`config.mk`:
```
export PLATFORM = sky130hd
export DESIGN_NAME = bcd_countdown_timer_flat
export DESIGN_NICKNAME = d
export VERILOG_FILES = /design/src/rtl/bcd_countdown_timer_if.sv /design/src/rtl/bcd_countdown_timer.sv /design/src/flat_wrapper.sv
export SDC_FILE = /design/constraint.sdc
export NUM_CORES = 1
export LEC_CHECK = 0
export ABC_AREA = 1
export ABC_CLOCK_PERIOD_IN_PS = 2200
export CORE_UTILIZATION = 49
export CTS_BUF_LIST = sky130_fd_sc_hd__clkbuf_4
export CTS_CLUSTER_SIZE = 16
export DETAILED_ROUTE_END_ITERATION = 16
export PLACE_DENSITY = 0.81
export SETUP_SLACK_MARGIN = 0.1
export SLEW_MARGIN = 30
export SYNTH_ARGS = -nofsm -noshare
export SYNTH_HDL_FRONTEND = slang
export SYNTH_SLANG_ARGS = --single-unit
```
`constraint.sdc`:
```
create_clock -name clock -period 2.2 [get_ports clock]
set_clock_uncertainty 0.15 [all_clocks]
set_input_delay 0.66 -clock clock [delete_from_list [all_inputs] [get_ports clock]]
set_output_delay 0.66 -clock clock [all_outputs]
set_load 0.02 [all_outputs]
```
`src/rtl/bcd_countdown_timer_if.sv`:
```
// Keypad/display bundle for the BCD countdown timer: load/count controls in,
// BCD digits plus zero/done status out.
interface bcd_countdown_timer_if #(
  parameter int unsigned MIN_DIGITS = 1
);
  logic [3:0]              data;
  logic                    loadn;
  logic                    en;
  logic                    add30;
  logic [3:0]              sec_ones;
  logic [3:0]              sec_tens;
  logic [4*MIN_DIGITS-1:0] mins;
  logic                    zero;
  logic                    done;

  modport master (
    output data, loadn, en, add30,
    input  sec_ones, sec_tens, mins, zero, done
  );

  modport slave (
    input  data, loadn, en, add30,
    output sec_ones, sec_tens, mins, zero, done
  );
endinterface

```
`src/rtl/bcd_countdown_timer.sv`:
```
// BCD minutes:seconds countdown with serial digit load, pause, saturating
// +30 s quick-add and a one-cycle expiry pulse.
module bcd_countdown_timer #(
  parameter int unsigned MIN_DIGITS    = 1,
  parameter int unsigned TICKS_PER_SEC = 1
) (
  input logic                  clock,
  input logic                  clearn,
  bcd_countdown_timer_if.slave bus
);
  localparam int unsigned MW = 4 * MIN_DIGITS;
  localparam int unsigned PW = (TICKS_PER_SEC > 1) ? $clog2(TICKS_PER_SEC) : 1;
  localparam logic [PW-1:0] PRESC_MAX = PW'(TICKS_PER_SEC - 1);

  logic [3:0]    sec_ones_q, sec_ones_d;
  logic [3:0]    sec_tens_q, sec_tens_d;
  logic [MW-1:0] mins_q, mins_d;
  logic [PW-1:0] presc_q, presc_d;
  logic          done_q, done_d;

  logic          zero_c;
  logic          tick_c;
  logic          carry;
  logic          borrow;
  logic [3:0]    digit;

  assign zero_c = (sec_ones_q == 4'd0) && (sec_tens_q == 4'd0) && (mins_q == '0);
  assign tick_c = bus.loadn && bus.en && !zero_c && (presc_q == PRESC_MAX);

  // Next-state: load shift, or add30 followed by tick decrement, then saturate.
  always_comb begin
    sec_ones_d = sec_ones_q;
    sec_tens_d = sec_tens_q;
    mins_d     = mins_q;
    presc_d    = presc_q;
    done_d     = 1'b0;
    carry      = 1'b0;
    borrow     = 1'b0;
    digit      = 4'd0;

    if (!bus.loadn) begin
      mins_d     = MW'({mins_q, sec_tens_q});
      sec_tens_d = (sec_ones_q > 4'd5) ? 4'd5 : sec_ones_q;
      sec_ones_d = (bus.data > 4'd9) ? 4'd9 : bus.data;
      presc_d    = '0;
    end else begin
      if (bus.add30) begin
        if (sec_tens_q > 4'd2) begin
          sec_tens_d = sec_tens_q - 4'd3;
          carry      = 1'b1;
        end else begin
          sec_tens_d = sec_tens_q + 4'd3;
        end
        for (int k = 0; k < int'(MIN_DIGITS); k++) begin
          digit = mins_d[4*k +: 4];
          if (carry) begin
            if (digit == 4'd9) begin
              mins_d[4*k +: 4] = 4'd0;
            end else begin
              mins_d[4*k +: 4] = digit + 4'd1;
              carry            = 1'b0;
            end
          end
        end
      end

      if (tick_c) begin
        if (sec_ones_d != 4'd0) begin
          sec_ones_d = sec_ones_d - 4'd1;
        end else begin
          sec_ones_d = 4'd9;
          if (sec_tens_d != 4'd0) begin
            sec_tens_d = sec_tens_d - 4'd1;
          end else begin
            sec_tens_d = 4'd5;
            borrow     = 1'b1;
          end
          for (int k = 0; k < int'(MIN_DIGITS); k++) begin
            digit = mins_d[4*k +: 4];
            if (borrow) begin
              if (digit == 4'd0) begin
                mins_d[4*k +: 4] = 4'd9;
              end else begin
                mins_d[4*k +: 4] = digit - 4'd1;
                borrow           = 1'b0;
              end
            end
          end
        end
      end

      // A carry out of the top minute digit means the sum passed the maximum.
      if (carry) begin
        sec_ones_d = 4'd9;
        sec_tens_d = 4'd5;
        mins_d     = {MIN_DIGITS{4'd9}};
      end

      done_d = tick_c && (sec_ones_d == 4'd0) && (sec_tens_d == 4'd0) && (mins_d == '0);

      if (zero_c) begin
        presc_d = '0;
      end else if (bus.en) begin
        presc_d = (presc_q == PRESC_MAX) ? '0 : presc_q + PW'(1);
      end
    end
  end

  always_ff @(posedge clock or negedge clearn) begin
    if (!clearn) begin
      sec_ones_q <= 4'd0;
      sec_tens_q <= 4'd0;
      mins_q     <= '0;
      presc_q    <= '0;
      done_q     <= 1'b0;
    end else begin
      sec_ones_q <= sec_ones_d;
      sec_tens_q <= sec_tens_d;
      mins_q     <= mins_d;
      presc_q    <= presc_d;
      done_q     <= done_d;
    end
  end

  assign bus.sec_ones = sec_ones_q;
  assign bus.sec_tens = sec_tens_q;
  assign bus.mins     = mins_q;
  assign bus.zero     = zero_c;
  assign bus.done     = done_q;
endmodule

```
`src/flat_wrapper.sv`:
```
// flat-port wrapper written by rule: the top's interface ports become plain ports
module bcd_countdown_timer_flat 
#(
  parameter int unsigned MIN_DIGITS    = 1,
  parameter int unsigned TICKS_PER_SEC = 1
)
  (clock, clearn, bus_data, bus_loadn, bus_en, bus_add30, bus_sec_ones, bus_sec_tens, bus_mins, bus_zero, bus_done);
  bcd_countdown_timer_if #(.MIN_DIGITS(MIN_DIGITS)) bus_i ();
  input logic clock;
  input logic clearn;
  input wire logic [$bits(bus_i.data)-1:0] bus_data;
  input wire logic [$bits(bus_i.loadn)-1:0] bus_loadn;
  input wire logic [$bits(bus_i.en)-1:0] bus_en;
  input wire logic [$bits(bus_i.add30)-1:0] bus_add30;
  output wire logic [$bits(bus_i.sec_ones)-1:0] bus_sec_ones;
  output wire logic [$bits(bus_i.sec_tens)-1:0] bus_sec_tens;
  output wire logic [$bits(bus_i.mins)-1:0] bus_mins;
  output wire logic [$bits(bus_i.zero)-1:0] bus_zero;
  output wire logic [$bits(bus_i.done)-1:0] bus_done;
  assign bus_i.data = bus_data;
  assign bus_i.loadn = bus_loadn;
  assign bus_i.en = bus_en;
  assign bus_i.add30 = bus_add30;
  assign bus_sec_ones = bus_i.sec_ones;
  assign bus_sec_tens = bus_i.sec_tens;
  assign bus_mins = bus_i.mins;
  assign bus_zero = bus_i.zero;
  assign bus_done = bus_i.done;
  bcd_countdown_timer #(.MIN_DIGITS(MIN_DIGITS), .TICKS_PER_SEC(TICKS_PER_SEC)) u_core (.clock(clock), .clearn(clearn), .bus(bus_i));
endmodule
```
* After elaboration in Yosys (flattened, before gate mapping)
Cells that the tools add are included.
Storage, ports and cells: flip-flop bits (word level) 14, word-level logic and storage cells 79
Cells by class: add/sub/neg operators 7, bitwise logic cells 1, equal/unequal tests 2, reduce and logical (&&, ||, !) cells 18, multiplexer cells 43, magnitude comparators 3
Operator list (number):
- $mux 4 | 27
- $logic_not 4->1 | 7
- $mux 1 | 16
- $sub 4x1->4 const B | 3
- $logic_and 1x1->1 | 8
- $reduce_bool 4->1 | 2
- $add 4x1->4 const B | 1
- $add 4x2->4 const B | 1
- $eq 4x4->1 const B | 1
- $gt 4x2->1 const B | 1
- $gt 4x3->1 const B | 1
- $gt 4x4->1 const B | 1
- $sub 4x2->4 const B | 1
- $ne 3x1->1 const B | 1
- $add 1x1->1 const B | 1
- $logic_not 1->1 | 1
- $not 1->1 | 1

* Longest topological paths before layout
depth after elaboration 17, depth in mapped cells 18, mapped depth without buffers 18

* Least setup slack after synthesis
No wires, ideal clock.
kind register to register, start register u_core.sec_tens_q[3] (netlist: u_core.bus.sec_tens[3]), end register u_core.done_q (netlist: u_core.bus.done), data arrival time 2.268 ns, slack -0.332 ns, cell stages (with the launch flop) 16, setup time 0.114 ns, cell sequence dfrtp_1 nor2_4 nand2_4 fa_1 o21a_1 ha_1 nand3_1 clkinv_1 nand3_4 inv_2 nand2_2 nand2_1 nor2_1 nor2_1 nand2_1 nor2_2
Between the ends: longest elaborated chain between the ends 17, elaborated cells on any way between the ends 50
Ends and longest elaborated chain:
- from (decl) | line bcd_countdown_timer.sv:16 | logic [3:0] sec_tens_q, sec_tens_d;
- from (signal assigned) | line bcd_countdown_timer.sv:118 | sec_tens_q <= sec_tens_d;
- $gt 4x2->1 (tied with other cells) | line bcd_countdown_timer.sv:48 | if (sec_tens_q > 4'd2) begin
- $mux 1 or $mux 4 (tied branches) | line bcd_countdown_timer.sv:48
- $mux 1 or $mux 4 (tied branches) | line bcd_countdown_timer.sv:47 | if (bus.add30) begin
- $mux 1 or $mux 4 (tied branches) | line bcd_countdown_timer.sv:41 | if (!bus.loadn) begin
- $mux 4 or $reduce_bool 4->1 (tied branches) | line bcd_countdown_timer.sv:56, bcd_countdown_timer.sv:72
- $mux 4 or $mux 1 (tied branches) | line bcd_countdown_timer.sv:47, bcd_countdown_timer.sv:72
- $mux 4 or $mux 1 (tied branches) | line bcd_countdown_timer.sv:41, bcd_countdown_timer.sv:68
- $sub 4x1->4 (tied with other cells) | line bcd_countdown_timer.sv:84 | mins_d[4*k +: 4] = digit - 4'd1;
- [2 not listed]
- $mux 4 | line bcd_countdown_timer.sv:68 | if (sec_ones_d != 4'd0) begin
- $mux 4 | line bcd_countdown_timer.sv:67 | if (tick_c) begin
- $mux 4 | line bcd_countdown_timer.sv:93 | if (carry) begin
- $mux 4 | line bcd_countdown_timer.sv:41
- $logic_not 4->1 | line bcd_countdown_timer.sv:99 | done_d = tick_c && (sec_ones_d == 4'd0) && (sec_tens_d == 4'd0) && (mins_d == '0);
- $logic_and 1x1->1 (*) | line bcd_countdown_timer.sv:99
- $mux 1 (*) | line bcd_countdown_timer.sv:41
- net u_core.done_d | line bcd_countdown_timer.sv:19 | logic done_q, done_d;
- to (signal assigned) | line bcd_countdown_timer.sv:121 | done_q <= done_d;
- to (decl) | line bcd_countdown_timer.sv:19
Mark *: on every way through the listed nets, which the timed path passes. The rest lies on a longest branch. The select of a mux whose other input is x is not followed. A chain may end at the register's enable or synchronous reset.

* Final worst setup path
start register u_core.sec_tens_q[2] (netlist: u_core.bus.sec_tens[2]), end register u_core.done_q (netlist: u_core.bus.done)
Same word-level chain as after synthesis.

==> results.yml <==
pwr:
  pwr-share-seq_pct: 17.5
  ir_drop_mv: 0.674
  power_density_nw_per_um2: 963
  leakagePower_nw: 1.08
  comb_power_share_pct: 74.1
  power_switching_mw: 0.954
  swShare_pct: 48.3
  power_frac_clock_pct: 8.4
  p_int_mw: 1.02
synth:
  synth_nets: 229
  ys_warn_count: 0
  synth-compound-area-share_pct: 9.90
  synth_cells: 215
  syn_area_um2: 1340
  synthXorXnorAreaFrac_pct: 1.96
  synth_fa_ha_area_share_pct: 5.23
  postSynthAreaPerCell_um2: 6.23
  ys_types: 31
  synthFlopType: "dfrtp_1"
  synth_top_family_by_area: "simple AND/OR/NAND/NOR gates"
  muxShareOfSynthArea_pct: 0
  async_flop_share_pct: 100
  ys_seq_area_share_pct: 24.3
  synth_edf_count: 0
  synth-seq-cells: 13
  synthSimpleGateAreaFrac_pct: 47.7
global_route:
  grt_pass1_wl_mm: 6.47
  grt_pass1_vias: 1583
  grt_start_max_net_pins: 14
  antenna_found_initial: 0
  grt.total_usage_pct: 30.7
  overflow: 0
critical_path:
  timing.rr.start: "u_core.bus.sec_tens[2]$_DFF_PN0_"
  crit_arrival_ps: 2560
  crit_fanout: 5
  critPathKind: "flop to flop"
  worstReg2RegEnd: "u_core.bus.done$_DFF_PN0_"
  r2r_cells: 15
  r2r_slack_ps: -290
  startpoint_type: "flop"
  cp-startpoint: "u_core.bus.sec_tens[2]$_DFF_PN0_"
  required_ps: 2280
  worstSetupEndpointType: "flop"
placed_design:
  io_buffers: 22
  placedCellCount: 310
  dp_hpwl_mm: 3.06
  gp_congestion: 0.988
  placed_area_um2: 1950
layout:
  nNetsFinal: 302
  final_common_cell: "nand2_1"
  final_core_util_pct: 81.4
  area_growth_pct: 53.3
  layout_common_cells: "nand2_1 (61), buf_4 (47), inv_1 (27), nor2_1 (23), nand2_2 (14)"
  design_area_um2: 2050
  drive_gt1_share_pct: 36.9
  final_cells: 317
  n_antenna_cell: 0
drt:
  postRouteAntennaNets: 0
  routed_via_density: 5.20
  wl_mm: 4.00
  detail_route.iter0.violations: 30
  drc: 0
  dr.pass1.iters: 4
  wl_per_cell_um: 12.6
  vias: 1649
floorplanning:
  num_io_pins: 23
  fp.dieArea_um2: 2950
  core_um2: 2520
  initial_core_util_pct: 53.1
  chipHeight_um: 54.3
  rows: 18
  die_x_um: 54.3
timing:
  grt_setup_unrepaired: "true"
  setup_slack_ps: -285
  final_max_slew_viol_count: 0
  fmax_ghz: 0.402
  hold_ws_ps: 508
  slew_headroom_pct: 75.1
  finalHoldViolations: 0
  period_needed_ps: 2490
  fin_crit_sh_pct: 113
  tightest_slew_ps: 371
  setup_viol: 10
clock_network:
  clk_pin_slew_ps: 80
  cts_tree: "built"
  cts_buffers: 3
  cts-htree-levels: 1
  cts.sinks: 13
  clock_path_buffers: 2
  worst_skew_pair.late_latency_ps: 290
  cts_root_buffer: "clkbuf_4"
outcome:
  status: "finished with violations"
  violations: "setup timing"
min_path:
  worstHoldPathType: "flop to flop"
  holdPathEnd: "u_core.bus.mins[3]$_DFF_PN0_"
  min_from: "u_core.bus.sec_tens[3]$_DFF_PN0_"
  hold_depth: 3
flow_run:
  maxCapViolCount: 0
timing repair:
action | 4_1_cts | 5_1_grt
pin swaps | 7 | 8
resized for setup | 21 | 20
setup endpoints to repair | 25 | 13
setup buffers | 1 | 3
hold buffers | 0 | 0
power groups by stage:
stage	sequential (mW)	combinational [mW]	clock [mW]
2_1_floorplan	0.456	0.693	0
3_3_place_gp	0.348	1.33	0
3_5_place_dp	0.350	1.36	0
4_1_cts	0.346	1.38	0.171
5_1_grt	0.351	1.63	0.176
6_report	0.345	1.47	0.167
synth_stat cells, drive strengths merged, types with 3 or more instances:
master / instances / area (µm²)
nand4: 4 / 25.0
a31oi: 3 / 18.8
o21ai: 8 / 40.0
nor2: 34 / 160
nand3: 17 / 110
nand2: 77 / 317
ha: 4 / 50.1
nor3: 3 / 20.0
inv: 33 / 124
dfrtp: 13 / 325
a21oi: 5 / 32.5
registers in the layout (all words and copies together), names as in the netlist:
name,count
u_core.bus.done,1
u_core.bus.mins,4
u_core.bus.sec_ones,4
u_core.bus.sec_tens,4
metal layers:
layer	global-route usage, %	routed length [µm]	share of wire, %
met1	33.9	1590	40
met2	60.8	2220	55
met4	5.98	34	0.85
met5	0	0	0
met3	4.72	159	4.0
cell families (layout without fill, tap and decap cells):
group / Yosys count / after routing
XOR/XNOR: 3 / 3
AO/OA/AOI/OAI: 21 / 21
flip-flops: 13 / 13
adder cells (fa/ha/maj): 5 / 5
buffers and inverters: 37 / 109
AND/OR/NAND/NOR: 136 / 136
critical path: stages (launching register included):
cell      delay [ps]
dfrtp_2          420
nor2_4           140
nand2_4           60
fa_1             480
o21a_1           180
ha_4             150
nand3_2           60
clkinv_2          70
nand3_4           90
nor2_4           170
nand3_2           70
nand2_1           70
nand2_1           70
nor2_1           100
nand2_1           60
nor2_2            70
worst max path at each step:
stage                           endpoint  slack, ps  cells past startpoint
3_5_place_dp   u_core.bus.done$_DFF_PN0_       -650                     17
4_1_cts        u_core.bus.done$_DFF_PN0_       -250                     15
6_report       u_core.bus.done$_DFF_PN0_       -290                     15
3_3_place_gp   u_core.bus.done$_DFF_PN0_       -640                     17
2_1_floorplan  u_core.bus.done$_DFF_PN0_       -240                     15
5_1_grt        u_core.bus.done$_DFF_PN0_       -440                     16
area by class of cell:
cell class / instances / area (µm²)
clock buffer: 4 / 30.0
fill: 181 / 468
inverter: 35 / 133
multi-input combinational: 165 / 958
sequential: 13 / 330
tap: 30 / 37.5
timing repair buffer: 70 / 566
stage by stage:
step	setup slack (ps)	total power, mW	TNS (ps)
2_1_floorplan	-242	1.15	-1260
3_3_place_gp	-641	1.67	-5070
3_5_place_dp	-649	1.71	-5610
4_1_cts	-250	1.89	-1560
5_1_grt	-444	2.16	-2800
6_report	-285	1.98	-1740
(Power assumes the default switching activity.)
